<file path="config.mk">
export PLATFORM = sky130hd
export DESIGN_NAME = mux_scan_seq
export DESIGN_NICKNAME = d
export VERILOG_FILES = /design/src/rtl/mux_scan_seq.sv
export SDC_FILE = /design/constraint.sdc
export NUM_CORES = 1
export LEC_CHECK = 0
export CAP_MARGIN = 0
export CORE_MARGIN = 4
export CORE_UTILIZATION = 50
export DETAILED_ROUTE_END_ITERATION = 12
export PLACE_DENSITY = 0.76
export SYNTH_ARGS = -nofsm -noshare
export SYNTH_HDL_FRONTEND = slang
export SYNTH_SLANG_ARGS = --single-unit
</file>
<file path="constraint.sdc">
create_clock -name clk -period 6.9 [get_ports clk]
set_input_delay 1.725 -clock clk [delete_from_list [all_inputs] [get_ports clk]]
set_output_delay 1.725 -clock clk [all_outputs]
set_load 0.005 [all_outputs]
</file>
<file path="src/rtl/mux_scan_seq.sv">
// mux_scan_seq
//   Registered N-channel multiplexer that time-shares one datapath across
//   many input channels. In manual mode the channel comes from sel_in; in
//   auto-scan mode an internal sequencer walks the channels enabled in
//   ch_mask, holding each one for DWELL cycles and wrapping back to the
//   lowest enabled channel after the highest.
//
// Ports
//   clk        clock, everything updates on the rising edge
//   rst_n      synchronous reset, active low, overrides all other inputs
//   en         block enable, 0 parks the block in IDLE
//   mode       0 = manual select, 1 = auto-scan
//   sel_in     manual channel select
//   ch_mask    auto-scan channel enables, bit i = channel i
//   d          packed channel data, channel i = d[i*DW +: DW]
//   out        registered selected data
//   out_ch     index of the channel currently shown on out
//   out_valid  out/out_ch carry meaningful data
//   wrap       one-cycle pulse when the scan returns to a lower/equal index
module mux_scan_seq #(
    parameter int N_CH  = 16,
    parameter int DW    = 1,
    parameter int SEL_W = $clog2(N_CH),
    parameter int DWELL = 4
) (
    input  logic                 clk,
    input  logic                 rst_n,
    input  logic                 en,
    input  logic                 mode,
    input  logic [SEL_W-1:0]     sel_in,
    input  logic [N_CH-1:0]      ch_mask,
    input  logic [N_CH*DW-1:0]   d,
    output logic [DW-1:0]        out,
    output logic [SEL_W-1:0]     out_ch,
    output logic                 out_valid,
    output logic                 wrap
);

    localparam int CW = $clog2(DWELL + 1);

    typedef enum logic [1:0] {IDLE, MAN, SCAN} state_t;

    state_t            state;
    logic [SEL_W-1:0]  cur_ch;
    logic [CW-1:0]     dwell_cnt;
    logic              starved;
    logic              wrap_pend;

    logic [SEL_W-1:0]  entry_ch;
    logic [SEL_W-1:0]  eff_ch;
    logic [CW-1:0]     eff_cnt;
    logic              eff_last;
    logic              above_found;
    logic [SEL_W-1:0]  above_ch;
    logic [SEL_W-1:0]  next_ch;
    logic [DW-1:0]     man_data;
    logic [DW-1:0]     scan_data;
    logic              sel_ok;

    // Channel arithmetic for the sequencer. While starved (mask was empty)
    // the first nonzero mask is treated as a fresh start at its lowest set
    // bit, so the effective channel/count stand in for cur_ch/dwell_cnt.
    always_comb begin
        entry_ch = '0;
        for (int i = N_CH - 1; i >= 0; i--) begin
            if (ch_mask[i]) entry_ch = SEL_W'(i);
        end

        eff_ch   = starved ? entry_ch : cur_ch;
        eff_cnt  = starved ? '0 : dwell_cnt;
        eff_last = (eff_cnt == CW'(DWELL - 1));

        above_found = 1'b0;
        above_ch    = '0;
        for (int i = N_CH - 1; i >= 0; i--) begin
            if (ch_mask[i] && (i > int'(eff_ch))) begin
                above_found = 1'b1;
                above_ch    = SEL_W'(i);
            end
        end
        next_ch = above_found ? above_ch : entry_ch;

        man_data  = '0;
        scan_data = '0;
        for (int i = 0; i < N_CH; i++) begin
            if (sel_in == SEL_W'(i)) man_data  = d[i*DW +: DW];
            if (eff_ch == SEL_W'(i)) scan_data = d[i*DW +: DW];
        end
        sel_ok = (int'(sel_in) < N_CH);
    end

    // Control FSM and output registers. wrap_pend remembers that the last
    // dwell expiry wrapped, so the wrap pulse lines up with the edge where
    // the wrapped channel first reaches out_ch.
    always_ff @(posedge clk) begin
        if (!rst_n) begin
            state     <= IDLE;
            cur_ch    <= '0;
            dwell_cnt <= '0;
            starved   <= 1'b0;
            wrap_pend <= 1'b0;
            out       <= '0;
            out_ch    <= '0;
            out_valid <= 1'b0;
            wrap      <= 1'b0;
        end else if (!en) begin
            state     <= IDLE;
            out_valid <= 1'b0;
            wrap      <= 1'b0;
        end else begin
            case (state)
                IDLE: begin
                    out_valid <= 1'b0;
                    wrap      <= 1'b0;
                    if (mode) begin
                        state     <= SCAN;
                        cur_ch    <= entry_ch;
                        dwell_cnt <= '0;
                        starved   <= (ch_mask == '0);
                        wrap_pend <= 1'b0;
                    end else begin
                        state <= MAN;
                    end
                end
                MAN: begin
                    out       <= sel_ok ? man_data : '0;
                    out_ch    <= sel_in;
                    out_valid <= sel_ok;
                    wrap      <= 1'b0;
                    if (mode) begin
                        state     <= SCAN;
                        cur_ch    <= entry_ch;
                        dwell_cnt <= '0;
                        starved   <= (ch_mask == '0);
                        wrap_pend <= 1'b0;
                    end
                end
                SCAN: begin
                    if (ch_mask == '0) begin
                        out_valid <= 1'b0;
                        wrap      <= 1'b0;
                        cur_ch    <= '0;
                        dwell_cnt <= '0;
                        starved   <= 1'b1;
                        wrap_pend <= 1'b0;
                    end else begin
                        out       <= scan_data;
                        out_ch    <= eff_ch;
                        out_valid <= 1'b1;
                        wrap      <= wrap_pend;
                        starved   <= 1'b0;
                        wrap_pend <= eff_last && !above_found;
                        if (eff_last) begin
                            dwell_cnt <= '0;
                            cur_ch    <= next_ch;
                        end else begin
                            dwell_cnt <= eff_cnt + CW'(1);
                            cur_ch    <= eff_ch;
                        end
                    end
                    if (!mode) state <= MAN;
                end
                default: state <= IDLE;
            endcase
        end
    end

endmodule
</file>
==> key figures, run 1 <==
Timing
  • Tcrit/Tclk final: 0.6668
  • Final setup fails: 0
  • Worst-margin pin slew: 0.7961 ns
  • Clk_skew: roughly 0.0012 ns
  • Fin. max-slew vios: 0
  • Max Clk Rate: around 220 MHz
  • Min Tclk post-route: 4.601 ns
  • Setup TNS: 0 ns
  • RSZ-0062 raised after global routing: false
  • Hold Fails Final Rpt: 0
  • Slew HR: 0.4673
  • Final setup margin: ~2.3 ns

Synthesis
  • Synth cell types: just over 70
  • Syn Nets: ~330
  • Yosys reg bits: 18
  • Yosys warns: 0
  • Mapped Area: around 2100 um^2
  • Syn avg cell area: about 7.4 um^2
  • Seq/Total Area, Yosys: 0.1727
  • Ys flop type: dfxtp_1
  • Cells after Synth: 283
  • Asr flop ratio synth: 0
  • EDFF count, synth: 0

GRT
  • GRT Total Usage: 0.2363
  • Global-route wire length before repair: about 10000 um
  • Vias in the first global route: approximately 2200
  • Gr ovfl total: 0
  • Largest net degree at the start of global routing: 16
  • Number of antenna violations at the first check in global routing: 0

Run status
  • Status: finished clean

Worst setup path
  • CP startpoint kind: input pin
  • Crit. End Element: register
  • WS Path Type: in2reg
  • CP Data Arrival Time: roughly 4.8 ns
  • WP data required: just over 7 ns
  • Max FO, Critical Path: 8

Routing
  • First-pass DRT Iterations: 5
  • Routed wire length: between 6000 and 7000 um
  • DR vias: approximately 2400
  • DR iter-0 viols: between 200 and 250
  • Final ANT Viol Nets: 0
  • Via-to-Cell Ratio: 6.442
  • Post-route DRC: 0
  • Drt wl/cell: roughly 16 um

Placed design
  • GPL Wtd Cong: 1.033
  • Detailed Place HPWL: roughly 4800 um
  • Number of port buffers: 46
  • Placed insts: about 370
  • Dpl ws: around 2.1 ns

Die
  • IO Pins: 47
  • Die Y: 72.61 um
  • Chip width: roughly 73 um
  • Die ar.: about 5300 um^2
  • Placeable Area: 4029 um^2
  • # rows: 23
  • Initial Util: 0.5180

CTS
  • Worst-path clk slew: around 0.070 ns
  • Clock tree sinks: 18
  • Setup Buffers After CTS: 0
  • CTS tree: yes
  • Clk buf depth: 2
  • # hold bufs at CTS: 0
  • TritonCTS Buffers: 3
  • Skew-Pair Late Insertion Delay: around 0.25 ns
  • Post-cts repair resize count: 0
  • H-tree levels: 1
  • Root Driver: clkbuf_8

Cells and area
  • Share of layout cells above drive strength 1: 0.08723
  • Nets@finish: ~370
  • Area Overhead vs Synth: 23.92%
  • Fin cells: between 300 and 400
  • Diodes inserted: 0
  • Core Util, Final: 0.6419

Power
  • Worst VDD drop: 0.00005401 V
  • PwrDens: roughly 120 nW/um^2
  • LEAKAGE: 0.9026 nW

Run
  • # Max-Cap Violations: 0

Min path
  • Worst hold path class: reg2reg
==> layer usage <==
metal / wire, um / global-route usage / share of wire / vias to the layer above
met5: 0 / 0 / 0 / -
met4: 82 / 0.06148 / 0.014 / 0
met3: 528 / 0.04959 / 0.088 / 8
met2: 2674 / 0.3557 / 0.44 / 112
met1: 2725 / 0.3421 / 0.45 / 1103
li1: - / - / - / 1167
==> critical path: stages <==
cell	delay (ns)
clkdlybuf4s50_1	0.62
nor3b_1	0.12
nor4_1	0.51
o31ai_2	0.29
a211oi_1	0.41
o22ai_1	0.24
a211oi_2	0.31
and4_4	0.29
a31oi_1	0.08
and2_1	0.16
==> layout make-up <==
| class | instances | area [um^2] |
|---|---|---|
| clock buffer | 3 | 41.29 |
| fill | 369 | 1443 |
| inverter | 13 | 48.80 |
| multi-input combinational | 241 | 1613 |
| sequential | 18 | 360.3 |
| tap | 50 | 62.56 |
| timing repair buffer | 46 | 460.4 |
==> through the flow <==
stage,power [mW],area [um^2],hold WS [ns]
floorplan,0.1978,2087,0.4363
finish,0.3225,2586,0.4566
global placement,0.2487,2545,0.4418
CTS,0.3228,2586,0.4618
detailed placement,0.2490,2545,0.4528
global route,0.3410,2586,0.4934
==> where the power goes <==
part,internal [mW],switching [mW]
combinational,0.0614,0.0759
clock,0.0388,0.0342
sequential,0.109,0.00349
total,0.209,0.114
==> cell usage after synthesis, types with 4 or more instances <==
| cell type | number | area, um^2 |
|---|---|---|
| nor2_1 | 34 | 127.6 |
| nand2_1 | 28 | 105.1 |
| a21oi_1 | 26 | 130.1 |
| dfxtp_1 | 18 | 360.4 |
| o21ai_0 | 14 | 70.07 |
| inv_1 | 13 | 48.80 |
| nand3_1 | 10 | 50.05 |
| nor2b_1 | 10 | 62.56 |
| a31oi_1 | 7 | 43.79 |
| nor3_1 | 7 | 35.03 |
| o21ai_1 | 7 | 35.03 |
| a211oi_1 | 6 | 45.04 |
| and2_1 | 5 | 31.28 |
| ha_1 | 5 | 62.56 |
| buf_2 | 4 | 20.02 |
| clkbuf_1 | 4 | 15.01 |
| mux4_2 | 4 | 90.09 |
| o21bai_1 | 4 | 30.03 |
| o22ai_1 | 4 | 25.02 |
==> logic make-up after synthesis <==
kind of cell	count (synthesis)	share of synthesized area
AND/OR/NAND/NOR	114	0.2806
AO/OA/AOI/OAI	112	0.3855
multiplexers	10	0.07674
buffers and inverters	24	0.05456
adder cells (fa/ha/maj)	5	0.02998
flip-flops	18	0.1727
==> registers in the layout, summed over array words and instances, names as in the netlist <==
register / count
dwell_cnt: 3
wrap: 1
out_valid: 1
starved: 1
out_ch: 4
state: 2
out: 1
cur_ch: 4
wrap_pend: 1
==> worst paths after layout <==
path,cells past startpoint,endpoint,start,slack [ns]
min reg2reg,2,wrap,wrap,0.46
max,10,cur_ch[2],ch_mask[5],2.30
min,2,wrap,wrap,0.46
max reg2reg,9,cur_ch[2],starved,3.67
==> cell usage in the layout, fill, tap and decap left out, types with 3 or more instances in the layout <==
master,n
o31ai_1,3
nand3_1,10
o21bai_1,4
and2_1,5
mux2i_1,3
o21ai_1,7
a211oi_1,6
nor4_1,3
o31a_1,3
nor3_1,7
a21oi_1,26
nor2_1,34
mux4_2,4
inv_1,13
o21ai_0,14
a31oi_1,7
clkdlybuf4s50_1,46
clkbuf_8,3
dfxtp_1,18
ha_1,5
o22ai_1,4
nand2_1,28
nor2b_1,10
No activity file was read; power rests on OpenSTA's default activity.
==> run 2, diff against run 1 <==
--- a/config.mk
+++ b/config.mk
@@ -7,9 +7,9 @@
 export LEC_CHECK = 0
 export CAP_MARGIN = 0
 export CORE_MARGIN = 4
-export CORE_UTILIZATION = 50
+export CORE_UTILIZATION = 46
 export DETAILED_ROUTE_END_ITERATION = 12
-export PLACE_DENSITY = 0.76
+export PLACE_DENSITY = 0.74
 export SYNTH_ARGS = -nofsm -noshare
 export SYNTH_HDL_FRONTEND = slang
 export SYNTH_SLANG_ARGS = --single-unit
==> constraint.sdc (replaced) <==
create_clock -name clk -period 3.7 [get_ports clk]
set_input_delay 0.925 -clock clk [delete_from_list [all_inputs] [get_ports clk]]
set_output_delay 0.925 -clock clk [all_outputs]
set_load 0.005 [all_outputs]
==> run 2 against run 1 <==
Effect of this change:
- hold slack gained 0.0048 ns
- design area is 11% higher
- die area increased by 7.7%
- critical path type unchanged
- cell count is 11% higher
- clock power increased by 130%
- clock skew grew 0.0022 ns
==> key figures, run 2 (synthesis gave the netlist of run 1 again) <==
Cells and area
  • Fin cells: between 400 and 500
  • Largest regs: cur_ch x4, out_ch x4, dwell_cnt x3
  • Leading cell types in the layout, fill and taps excluded: 46 x clkdlybuf4s50_1, 37 x buf_4, 34 x nor2_1, 28 x nand2_1, 26 x a21oi_1
  • Multi-input logic area: approximately 1600 um^2
  • FILL cells: approximately 380
  • Register area: 360.3 um^2
  • Nets@finish: roughly 410
  • Diodes inserted: 0
  • Core Util, Final: 0.6570
  • Share of layout cells above drive strength 1: 0.1838
  • Design area: between 2000 and 3000 um^2
  • Most common cell after layout, fill and taps aside: clkdlybuf4s50_1
  • Area Overhead vs Synth: 38.01%

GRT
  • Gr ovfl total: 0
  • Number of antenna violations at the first check in global routing: 0
  • Vias in the first global route: between 2000 and 2500
  • Global-route wire length before repair: approximately 11000 um
  • Largest net degree at the start of global routing: 16
  • GRT Total Usage: 0.2450

Timing
  • Min Tclk post-route: roughly 3.5 ns
  • Slew HR: 0.5355
  • Tcrit/Tclk final: 0.9353
  • WHS: around 0.46 ns
  • Setup TNS: 0 ns
  • Fin. max-slew vios: 0
  • Hold Fails Final Rpt: 0
  • Final setup margin: around 0.24 ns
  • Max Clk Rate: around 290 MHz
  • Clk_skew: between 0.003 and 0.004 ns
  • RSZ-0062 raised after global routing: false
  • Worst-margin pin slew: slightly below 0.7 ns
  • Final setup fails: 0

Worst setup path
  • WP data required: approximately 3.9 ns
  • CP startpoint kind: input pin
  • Crit. End Element: register
  • WS Path Type: in2reg
  • CP Data Arrival Time: around 3.6 ns
  • Max FO, Critical Path: 6

Die
  • Chip width: 75.36 um
  • Die Y: ~75 um
  • Die ar.: between 5000 and 6000 um^2
  • Placeable Area: 4384 um^2
  • IO Pins: 47
  • Initial Util: 0.4760
  • # rows: 24

Power
  • LEAKAGE: about 1.1 nW
  • Final Power: about 670 uW
  • PwrDens: roughly 230 nW/um^2
  • Worst VDD drop: 0.0001908 V

Min path
  • Worst hold path class: reg2reg

Routing
  • First-pass DRT Iterations: 5
  • Via-to-Cell Ratio: 6.197
  • Routed wire length: 6707 um
  • Post-route DRC: 0
  • DR vias: ~2500
  • DR iter-0 viols: between 300 and 400
  • Final ANT Viol Nets: 0
  • Drt wl/cell: roughly 16 um

Placed design
  • Number of port buffers: 46
  • Placed insts: between 400 and 500
  • Placed inst area: 2825 um^2
  • Detailed Place HPWL: between 5000 and 6000 um
  • GPL Wtd Cong: ~0.95
  • Dpl ws: -0.01353 ns

CTS
  • Worst-path clk slew: roughly 0.07 ns
  • Clock tree sinks: 18
  • Post-cts repair resize count: 0
  • TritonCTS Buffers: 3
  • Root Driver: clkbuf_8
  • Setup Buffers After CTS: 0
  • Clk buf depth: 2
  • CTS tree: yes
  • Skew-Pair Late Insertion Delay: about 0.26 ns
  • H-tree levels: 1
  • # hold bufs at CTS: 0

Run status
  • Status: finished clean

Run
  • # Max-Cap Violations: 0
run 2: cell types whose count changed in the layout (fill, tap and decap cells not counted):
cell,previous run,this run
buf_4,0,37
clkbuf_8,3,4
run 2: power breakdown:
part / total, mW / switching [mW] / internal [mW]
logic: 0.299 / 0.153 / 0.147
clock network: 0.165 / 0.0701 / 0.0948
registers: 0.209 / 0.00647 / 0.203
run 2: area by class of cell:
| class | count | area share |
|---|---|---|
| timing repair buffer | 83 | 0.2563 |
| inverter | 13 | 0.01694 |
| sequential | 18 | 0.1251 |
| tap | 52 | 0.02259 |
| multi-input combinational | 241 | 0.5599 |
| clock buffer | 4 | 0.01911 |
run 2: worst max-delay path: stages:
cell and delay [ns]:
clkdlybuf4s50_1 0.50, or4_4 0.61, a211oi_4 0.33, mux2i_2 0.18
nor2_2 0.18, nand2_1 0.11, a22oi_2 0.26, and4_4 0.28
a31oi_1 0.08, and2_1 0.16
run 2: routing by layer:
metal	vias up	GRT usage	part of all wire
met4	0	0.08544	0.025
met5	-	0	0
met2	119	0.4046	0.47
met3	18	0.02902	0.065
met1	1169	0.3304	0.44
li1	1241	-	-
run 2: worst paths after layout:
| kind | start | end | slack (ns) | cells after the start |
|---|---|---|---|---|
| setup / recovery | ch_mask[3] | cur_ch[2] | 0.24 | 10 |
| hold reg to reg | wrap | wrap | 0.46 | 2 |
| setup reg to reg | starved | cur_ch[2] | 0.83 | 9 |
| hold / removal | wrap | wrap | 0.46 | 2 |
